**config.mk**
```make
export PLATFORM = sky130hd
export DESIGN_NAME = seg_digit_driver
export DESIGN_NICKNAME = d
export VERILOG_FILES = /design/src/rtl/seg_pkg.sv /design/src/rtl/seg_digit_driver_hex.sv /design/src/rtl/seg_digit_driver.sv
export SDC_FILE = /design/constraint.sdc
export NUM_CORES = 1
export LEC_CHECK = 0
export ABC_CLOCK_PERIOD_IN_PS = 4150
export CORE_ASPECT_RATIO = 1.25
export CORE_MARGIN = 2
export CORE_UTILIZATION = 62
export DETAILED_ROUTE_END_ITERATION = 8
export DONT_BUFFER_PORTS = 1
export HOLD_SLACK_MARGIN = 0.1
export PLACE_DENSITY = 0.78
export RECOVER_POWER = 100
export SYNTH_ARGS = -nofsm -noshare
export SYNTH_HDL_FRONTEND = slang
export SYNTH_HIERARCHICAL = 1
export SYNTH_SLANG_ARGS = --single-unit
```
**constraint.sdc**
```tcl
create_clock -name clk -period 4.15 [get_ports clk]
set_clock_uncertainty 0.05 [all_clocks]
set_input_delay 0.83 -clock clk [delete_from_list [all_inputs] [get_ports clk]]
set_output_delay 0.83 -clock clk [all_outputs]
set_load 0.01 [all_outputs]
```
**src/rtl/seg_pkg.sv**
```systemverilog
`default_nettype none
// ============================================================================
// Module  : seg_pkg
// Purpose : Shared constants for the 7-segment digit driver.
//           - SEG_OFF   : all segments dark (active-low encoding)
//           - SEG_TABLE : hex nibble -> active-low {g,f,e,d,c,b,a}
//           - clog2     : ceiling log2 for constant width derivation
// Revision: 1.0 - initial release
// ============================================================================
package seg_pkg;

    localparam logic [6:0] SEG_OFF = 7'h7F;

    // Indexed by the hex nibble; entry 15 is listed first in the concatenation.
    localparam logic [15:0][6:0] SEG_TABLE = {
        7'h0E, 7'h06, 7'h21, 7'h46,   // F E d C
        7'h03, 7'h08, 7'h10, 7'h00,   // b A 9 8
        7'h78, 7'h02, 7'h12, 7'h19,   // 7 6 5 4
        7'h30, 7'h24, 7'h79, 7'h40    // 3 2 1 0
    };

    function automatic int clog2(input int n);
        int r;
        r = 0;
        while ((1 << r) < n) begin
            r = r + 1;
        end
        return r;
    endfunction

endpackage
`default_nettype wire

```
**src/rtl/seg_digit_driver_hex.sv**
```systemverilog
`default_nettype none
// ============================================================================
// Module  : hex_to_seg7
// Purpose : Purely combinational hex-digit to active-low 7-segment decoder.
// Ports   : digit (in, 4)  - hex nibble
//           seg_n (out, 7) - segments {g,f,e,d,c,b,a}, active-low
// Revision: 1.0 - initial release
// ============================================================================
module hex_to_seg7
    import seg_pkg::*;
(
    input  logic [3:0] digit,
    output logic [6:0] seg_n
);

    assign seg_n = SEG_TABLE[digit];

endmodule
`default_nettype wire

```
**src/rtl/seg_digit_driver.sv**
```systemverilog
`default_nettype none
// ============================================================================
// Module  : seg_digit_driver
// Purpose : Drives a multiplexed 7-segment display from a one-hot rotating
//           digit select. Double-buffered digit bank (shadow/active) with
//           commit at frame start, anti-ghost blanking after each select
//           change, leading-zero suppression and a sticky bad-select flag.
// Ports   : clk, rst (sync, active-high)
//           sel      (in, DIGITS)    one-hot digit select
//           value    (in, 4*DIGITS)  hex digits, digit i at [4i+3:4i]
//           dp       (in, DIGITS)    decimal points, active-high
//           blank_lz (in)            suppress leading zeros
//           update   (in)            load value/dp into shadow bank
//           pending  (out)           shadow holds uncommitted data
//           sel_err  (out)           sticky: sel was not one-hot
//           an_n     (out, DIGITS)   anodes, active-low
//           seg_n    (out, 7)        segments {g..a}, active-low
//           dp_n     (out)           decimal point, active-low
// Revision: 1.0 - initial release
// ============================================================================
module seg_digit_driver
    import seg_pkg::*;
#(
    parameter int DIGITS       = 4,
    parameter int BLANK_CYCLES = 8
) (
    input  logic                  clk,
    input  logic                  rst,
    input  logic [DIGITS-1:0]     sel,
    input  logic [4*DIGITS-1:0]   value,
    input  logic [DIGITS-1:0]     dp,
    input  logic                  blank_lz,
    input  logic                  update,
    output logic                  pending,
    output logic                  sel_err,
    output logic [DIGITS-1:0]     an_n,
    output logic [6:0]            seg_n,
    output logic                  dp_n
);

    // Counter width; a zero-width counter is avoided when blanking is disabled.
    localparam int CW = (clog2(BLANK_CYCLES + 1) > 0) ? clog2(BLANK_CYCLES + 1) : 1;
    localparam logic              BLANK_EN  = (BLANK_CYCLES != 0);
    localparam logic [DIGITS-1:0] FRAME_SEL = DIGITS'(1);

    logic [DIGITS-1:0]   r_prev_sel;
    logic [CW-1:0]       r_blank_cnt;
    logic [4*DIGITS-1:0] r_shadow_val;
    logic [DIGITS-1:0]   r_shadow_dp;
    logic [4*DIGITS-1:0] r_active_val;
    logic [DIGITS-1:0]   r_active_dp;

    logic                w_chg;
    logic                w_onehot;
    logic                w_commit;
    logic                w_blank_now;
    logic [4*DIGITS-1:0] w_next_val;
    logic [DIGITS-1:0]   w_next_dp;
    logic [DIGITS-1:0]   w_lz;
    logic                w_zero_run;
    logic [3:0]          w_nib;
    logic                w_dp_sel;
    logic                w_digit_blank;
    logic [6:0]          w_seg_raw;

    assign w_chg    = (sel != r_prev_sel);
    assign w_onehot = $onehot(sel);
    assign w_commit = w_chg && (sel == FRAME_SEL);

    // Bank contents as they will be after this edge. Decoding from this view
    // keeps the first digit of a new frame consistent with the rest of the
    // frame even when blanking is disabled; an update coinciding with a commit
    // bypasses the shadow bank.
    assign w_next_val = w_commit ? (update ? value : r_shadow_val) : r_active_val;
    assign w_next_dp  = w_commit ? (update ? dp    : r_shadow_dp)  : r_active_dp;

    // Output goes dark on a bad select, on the change itself (when blanking is
    // enabled), and while the counter has more than one cycle left. Releasing
    // at count 1 makes the digit appear exactly BLANK_CYCLES cycles after the
    // first dark cycle.
    assign w_blank_now = !w_onehot
                       || (w_chg && BLANK_EN)
                       || (!w_chg && (r_blank_cnt > CW'(1)));

    // Leading-zero mask: scan from the most significant digit down while the
    // digits stay zero. Digit 0 is always shown.
    always_comb begin
        w_zero_run = 1'b1;
        w_lz       = '0;
        for (int i = DIGITS - 1; i >= 0; i--) begin
            w_zero_run = w_zero_run && (w_next_val[4*i +: 4] == 4'h0);
            w_lz[i]    = blank_lz && w_zero_run && (i != 0);
        end
    end

    // Select the digit named by sel. With an invalid sel the result is unused.
    always_comb begin
        w_nib         = 4'h0;
        w_dp_sel      = 1'b0;
        w_digit_blank = 1'b0;
        for (int i = 0; i < DIGITS; i++) begin
            if (sel[i]) begin
                w_nib         = w_next_val[4*i +: 4];
                w_dp_sel      = w_next_dp[i];
                w_digit_blank = w_lz[i];
            end
        end
    end

    hex_to_seg7 u_hex_to_seg7 (
        .digit (w_nib),
        .seg_n (w_seg_raw)
    );

    always_ff @(posedge clk) begin
        if (rst) begin
            r_prev_sel   <= '0;
            r_blank_cnt  <= '0;
            r_shadow_val <= '0;
            r_shadow_dp  <= '0;
            r_active_val <= '0;
            r_active_dp  <= '0;
            pending      <= 1'b0;
            sel_err      <= 1'b0;
            an_n         <= '1;
            seg_n        <= SEG_OFF;
            dp_n         <= 1'b1;
        end else begin
            r_prev_sel <= sel;

            if (w_chg) begin
                r_blank_cnt <= CW'(BLANK_CYCLES);
            end else if (r_blank_cnt != '0) begin
                r_blank_cnt <= r_blank_cnt - CW'(1);
            end

            if (update) begin
                r_shadow_val <= value;
                r_shadow_dp  <= dp;
            end

            if (w_commit) begin
                r_active_val <= w_next_val;
                r_active_dp  <= w_next_dp;
                pending      <= 1'b0;
            end else if (update) begin
                pending      <= 1'b1;
            end

            if (!w_onehot) begin
                sel_err <= 1'b1;
            end

            if (w_blank_now) begin
                an_n  <= '1;
                seg_n <= SEG_OFF;
                dp_n  <= 1'b1;
            end else begin
                an_n  <= ~sel;
                seg_n <= w_digit_blank ? SEG_OFF : w_seg_raw;
                dp_n  <= ~w_dp_sel;
            end
        end
    end

endmodule
`default_nettype wire
```
## Yosys cells after proc, flatten, opt, wreduce, memory -nomap -nowiden

Memory sizes are Yosys's and may differ from the RTL's. A register that Yosys moved wholly into a read port is not among the register bits.
Index checks and enable logic that the tools add are counted.

| word-level totals | value |
|---|---|
| register bits after elaboration | 55 |
| bits in latches | 0 |
| RAM bits | 0 |
| bits in read-only memories | 112 |
| input bits | 28 |
| memories kept | 1 |

| cells by class | value |
|---|---|
| add/subtract/negate cells | 4 |
| multiply operators | 0 |
| div/mod/pow operators | 0 |
| $lt $le $gt $ge | 1 |
| eq/ne operators | 3 |
| shift-type cells | 0 |
| muxes and demuxes | 17 |
| bitwise gates (word level) | 2 |
| reduce and logical (&&, ||, !) cells | 20 |

Memories:

| name | depth | width | read ports | clocked after memory_dff | write ports | RTL line | RTL |
|---|---|---|---|---|---|---|---|
| (name not given) | 16 | 7 | 1 | 1 | 0 | seg_digit_driver_hex.sv:16 | `assign seg_n = SEG_TABLE[digit];` |

Operator list:

| cell | count |
|---|---|
| $mux W16 | 2 |
| $mux W4 | 8 |
| $logic_not A4 Y1 | 3 |
| $logic_and A1 B1 Y1 | 7 |
| $mux W1 | 7 |
| $reduce_or A2 Y1 | 3 |
| $add A1 B1 Y2 | 2 |
| $eq A4 B1 Y1 const B | 1 |
| $gt A4 B1 Y1 const B | 1 |
| $ne A4 B4 Y1 | 1 |
| $not A4 Y4 | 1 |
| $reduce_bool A4 Y1 | 1 |
| $sub A4 B1 Y4 const B | 1 |
| $add A2 B2 Y3 | 1 |
| $eq A3 B1 Y1 const B | 1 |
| $reduce_or A3 Y1 | 1 |
| $logic_not A1 Y1 | 2 |
| $logic_or A1 B1 Y1 | 2 |
| $reduce_bool A2 Y1 | 1 |
| $not A1 Y1 | 1 |

## Longest topological paths before layout

Gate-level depths: netlist of the first run.

| logic depth | value |
|---|---|
| depth in word-level cells | 11 |
| mapped depth | 14 |
| depth with buffers taken out | 12 |

## Cells and area by module

Netlist of the first run, hierarchy kept.

Modules (own cells, without submodules):

| module | instances | cells an instance | area each (µm²) |
|---|---|---|---|
| seg_digit_driver | 1 | 273 | 2,560.0 |
| hex_to_seg7 | 1 | 32 | 275.3 |

## Least setup slack after synthesis of the first run

No wires, ideal clock.

| path | value |
|---|---|
| kind | input port to flip-flop |
| start point | in sel[0] |
| end point | reg seg_n[3] |
| library setup time | 0.130 ns |
| arrival | 3.568 ns |
| slack | 0.402 ns |
| cell stages on the path | 13 |
| cells stage by stage | buf_6 xor2_2 o311a_1 buf_6 buf_6 nand2_1 o21ai_0 a221oi_1 inv_1 ha_1 inv_1 mux4_1 nand3b_1 |

| between the ends | value |
|---|---|
| elaborated cells on any way between the ends | 28 |
| classes of those cells | add/sub (2); eq/ne (3); mux (8); reduce/logical (15) |

RTL lines:

| element | RTL line | RTL |
|---|---|---|
| from (decl) | seg_digit_driver.sv:29 | `input logic [DIGITS-1:0] sel,` |
| $ne A4 B4 Y1 / $eq A4 B1 Y1 (equally long branches) | seg_digit_driver.sv:66, seg_digit_driver.sv:68 |  |
| $logic_and A1 B1 Y1 | seg_digit_driver.sv:68 | `assign w_commit = w_chg && (sel == FRAME_SEL);` |
| $mux W16 | seg_digit_driver.sv:74 | `assign w_next_val = w_commit ? (update ? value : r_shadow_val) : r_active_val;` |
| $mux W4 (3 in series) | seg_digit_driver.sv:102 | `if (sel[i]) begin` |
| $mux W4 * | seg_digit_driver.sv:102 |  |
| named net w_nib[0] | seg_digit_driver.sv:61 | `logic [3:0] w_nib;` |
| to (decl) | seg_digit_driver.sv:37 | `output logic [6:0] seg_n,` |

Mark *: on every way through the listed nets, which the timed path passes. The rest lies on a longest branch.
A chain may end at the register's enable or synchronous reset.

## Final worst setup path of the first run

| path | value |
|---|---|
| start point | in sel[1] |
| end point | reg seg_n[0] |

The elaborated chain is that of the path after synthesis.

==> results of run 1 <==
-- cells in the mapped netlist (all sizes together) --
master,instances,area share [%]
o41ai,1,0.31
o2111ai,2,1.2
dfxtp,62,44
xor2,4,1.5
a21oi,15,2.6
and2b,1,0.31
clkbuf,6,0.79
ha,12,5.3
nor2,57,7.5
inv,18,2.4
a211oi,11,2.9
nand3b,9,2.4
a221oi,4,1.2
nand2b,2,0.44
o221ai,1,0.31
o311a,1,0.35
nor3b,1,0.26
mux4,1,0.93
a22oi,1,0.26
buf,13,3.1
mux2i,24,8.5
nand2,16,2.1
a32o,1,0.35
nor3,3,0.53
o211ai,6,1.6
a22o,2,0.62
nor4,9,2.0
or3,1,0.22
a2111oi,1,0.97
a21o,1,0.26
or3b,1,0.31
nand3,1,0.18
nor2b,1,0.22
xnor2,1,0.31
fa,1,0.71
mux2,3,1.2
o21ai,10,1.8
or2,1,0.22
-- cells by family (layout without fill, tap and decap cells) --
logic type                 after synthesis  in the layout
AOI/OAI and AO/OA                       57             57
and+or+nand+nor                        103            103
xor gates and xnor gates                 5              5
buffers and inverters                   37             41
DFF                                     62             62
muxes                                   28             28
adders and majority gates               13             13
-- worst max path at each step --
stage	from	endpoint	slack (ps)	depth (start not counted)
2_1_floorplan	sel[0]	seg_n[3]	400	13
3_3_place_gp	sel[1]	seg_n[3]	490	11
3_5_place_dp	sel[1]	seg_n[3]	440	11
4_1_cts	sel[1]	seg_n[0]	760	11
5_1_grt	sel[1]	seg_n[0]	300	11
6_report	sel[1]	seg_n[0]	550	11
-- cells in the final DEF (no fill, tap or decap), types with 2 or more instances in the layout --
master / netlist / routed
o211ai_1: 6 / 6
nand2b_1: 2 / 2
nor4_1: 9 / 9
inv_1: 18 / 18
a22o_1: 2 / 2
nand2_1: 16 / 16
buf_4: 0 / 4
clkinv_2: 0 / 3
a21oi_1: 15 / 15
mux2_1: 0 / 2
nand3b_1: 9 / 9
clkinvlp_4: 0 / 3
nor3_1: 3 / 3
dfxtp_1: 62 / 62
mux2i_1: 24 / 24
o21ai_0: 10 / 10
a211oi_1: 11 / 11
ha_1: 12 / 12
clkbuf_8: 0 / 10
a221oi_1: 4 / 4
xor2_1: 3 / 3
clkbuf_1: 6 / 3
nor2_1: 57 / 57
-- worst min-delay path: stages (launching register included) --
cell	delay (ps)
dfxtp_1	340
inv_1	60
a21oi_1	50
-- where the power goes --
part / internal (µW) / switching (µW) / total (µW)
logic: 63.2 / 70.0 / 133
clock network: 229 / 233 / 461
registers: 619 / 13.4 / 632
total: 911 / 316 / 1230
-- flip-flops by register name, summed over array words and instances, names as in the netlist --
name	cells
r_active_val	16
r_shadow_val	16
seg_n	7
an_n	4
r_active_dp	4
r_blank_cnt	4
r_prev_sel	4
r_shadow_dp	4
dp_n	1
pending	1
sel_err	1
-- cell type report --
| cell class | instances | area share [%] |
|---|---|---|
| Clock buffer | 10 | 4.57 |
| Timing Repair Buffer | 7 | 1.37 |
| Inverter | 18 | 2.24 |
| Tap cell | 58 | 2.41 |
| Sequential cell | 62 | 41.2 |
| Clock inverter | 6 | 1.25 |
| Multi-Input combinational cell | 206 | 47.0 |
-- routing by layer --
| layer | vias to the layer above | routed length, µm | track usage, % |
|---|---|---|---|
| li1 | 1061 | - | - |
| met1 | 958 | 2180 | 24.3 |
| met2 | 58 | 2580 | 38.0 |
| met3 | 15 | 327 | 7.90 |
| met4 | 0 | 181 | 15.1 |
| met5 | - | 0 | 0 |
-- stage by stage --
step           power (µW)  setup slack (ps)
2_1_floorplan         768               402
3_3_place_gp          775               486
3_5_place_dp          779               442
4_1_cts              1240               757
5_1_grt              1280               304
6_report             1230               552
==> summary by stage, run 1 <==
Synthesis
The post-synth net total is 346. The mux share of post-synthesis cell area is 10.6%. The post-synthesis xor/xnor area fraction is 1.81%. Synthesis inferred 62 register bits.

The cell area that synthesis handed to floorplanning was 2840 µm². The cell count after synthesis came out at 305. A synthesized cell averages 9.30 µm². Summing the areas of all fa, ha and maj instances in the mapped netlist gives 6.00% of the synthesized area. The compound-gate portion of the synthesized area is 14.8%. The post-synthesis sequential area ratio is 43.8%. The largest family of logic cells by synthesized area is simple AND/OR/NAND/NOR gates.

Of the total synthesized cell area, the portion taken by AND, OR, NAND and NOR gates is 16.7%. The number of distinct library cell variants in the gate-level netlist after synthesis is 42. For this run, the number of Yosys warnings is 6.

STA
The final count of hold timing violations came to 0. Based on the critical path, the design can be clocked at up to 0.278 GHz. The clock period minus worst slack is 3600 ps. The relative slew slack is 37.9%. Setup repair after global routing left no endpoint under its margin. Setup violations remaining at the end of the flow were counted as 0. The number of max-slew violations in the final report is 0. After layout, the worst path uses 86.7% of the clock period. The setup TNS is 0 ps. The final hold slack is 443 ps. At the pin with the least slew margin, the transition time is 931 ps.

Final layout
The share of the core filled with cells in the final layout is 68.6%. The final design area excluding fillers is 3010 µm². Cells with a size suffix above 1 make up 8.41% of the layout. The antenna diode instance count is 0. After filler insertion, the fill cell instance count of the layout stands at 360. The area growth from synthesis to layout is 6.31%.

The final layout contains 345 nets. Summing all flip-flop and latch instances after layout gives 1240 µm². Summing all multi-input logic gate instances after layout gives 1420 µm². The final instance count without filler cells is 367.

Die
The floorplan step defined a die boundary enclosing 5130 µm². The die height is 79.6 µm. The die outline width is 64.5 µm. During I/O placement, the number of pins put on the boundary was 42. The core region is 4390 µm². The floorplan has 27 rows.

The initial utilization of the core area, before any placement, comes to 64.6%.

GRT
Global routing used 22.8% of the available tracks across all layers. The number of global-route vias before repair was 2036. The pin count of the biggest net entering global routing is 49. The initial antenna violation count came to 0. The remaining global-route overflow is 0. The first-pass GRT wire length is 8760 µm.

Detailed routing
The overall via count from detail_route is 2092. The post-detailed-route via-to-cell ratio is 5.70. The final routed DRC violation total is 0.

The number of DRC markers after the initial detailed-route iteration is 112. The first detailed-routing pass ran for 4 iterations. The final layout contains routed wiring with a total length of 5260 µm.

Dividing the detail-routed wire length by the instance count gives 14.3 µm. The count of nets left with antenna violations once routing finished came out at 0.

Clocking
The clock-pin slew on the worst setup and hold paths is 60 ps. The cell sitting at the root of the clock tree is a clkbuf_8. The number of buffers added by the clock tree synthesis step is 9.

The maximum clock path buffer count is 2. Post-CTS timing repair inserted 0 buffers for setup. At the later pin of the worst-skew pair, clock insertion delay measures 350 ps.

The count of H-tree levels built during CTS is 3. The hold buffer count at cts is 0. The CTS tree is yes.

The number of gates resized after CTS is 0. The tree built by TritonCTS fans out to 62 sinks.

Min path
In this run the most critical hold path is launched from sel_err. The sink of the worst hold path is sel_err. Along the worst hold path, the cell count comes to 2.

The tightest min-delay check is of the reg -> reg type.

Setup path
The worst-case register-to-register setup slack is 740 ps. The signal on the critical path passes through inv_1, ha_1, o311a_1, buf_4, o211ai_1, a221oi_1, clkbuf_1, nor2_1, or3b_1, o21ai_0, nand3b_1. In this design, the largest share of critical-path delay is due to compound AO/OA/AOI/OAI gates. Data on the critical path is required at its endpoint by 4380 ps. For this run, the slowest stage of the critical path takes 740 ps. The endpoint identified for the worst register-to-register timing path is seg_n[0]. Of all nets on the critical path, the largest fanout is 13.

The worst setup path is captured at a register. For the worst setup path, the data arrival time is 3830 ps. For the worst flop-to-flop path, the logic depth is 11. The source of the worst register-to-register timing path is r_prev_sel[2]. The worst setup path is of the in -> reg kind. The number of buffers and inverters on the critical path is 3. The largest individual stage delay along the critical path comes from the cell a221oi_1. STA classifies the critical path startpoint as an input port.

Placed design
The estimated wirelength of the detail-placed design is 3730 µm. Routability-driven placement finished with a final weighted congestion of 0.917. Summing all placed instances gives a cell area of 2850 µm². In this run, placement finished with an instance count of 351. In this run the tool buffered the top-level ports with 0 buffer cells.

Power and ir drop
VDD sags by at most 0.000279 V. Power spread over the standard cell area amounts to 407 nW/µm². The analysis attributes to cell leakage a power of 0.00117 µW.

Flow run
The number of max-cap violations is 0.

Outcome
The run finished with clean final reports.
Note: power is estimated with default switching activity, not from simulation.
==> inputs of run 2 (changes only) <==
--- a/config.mk
+++ b/config.mk
@@ -14,6 +14,7 @@
 export HOLD_SLACK_MARGIN = 0.1
 export PLACE_DENSITY = 0.78
 export RECOVER_POWER = 100
+export SKIP_CTS_REPAIR_TIMING = 1
 export SYNTH_ARGS = -nofsm -noshare
 export SYNTH_HDL_FRONTEND = slang
 export SYNTH_HIERARCHICAL = 1
==> results of run 2 <==
Same layout as run 1: the final DEF is identical, and so are final timing and power.
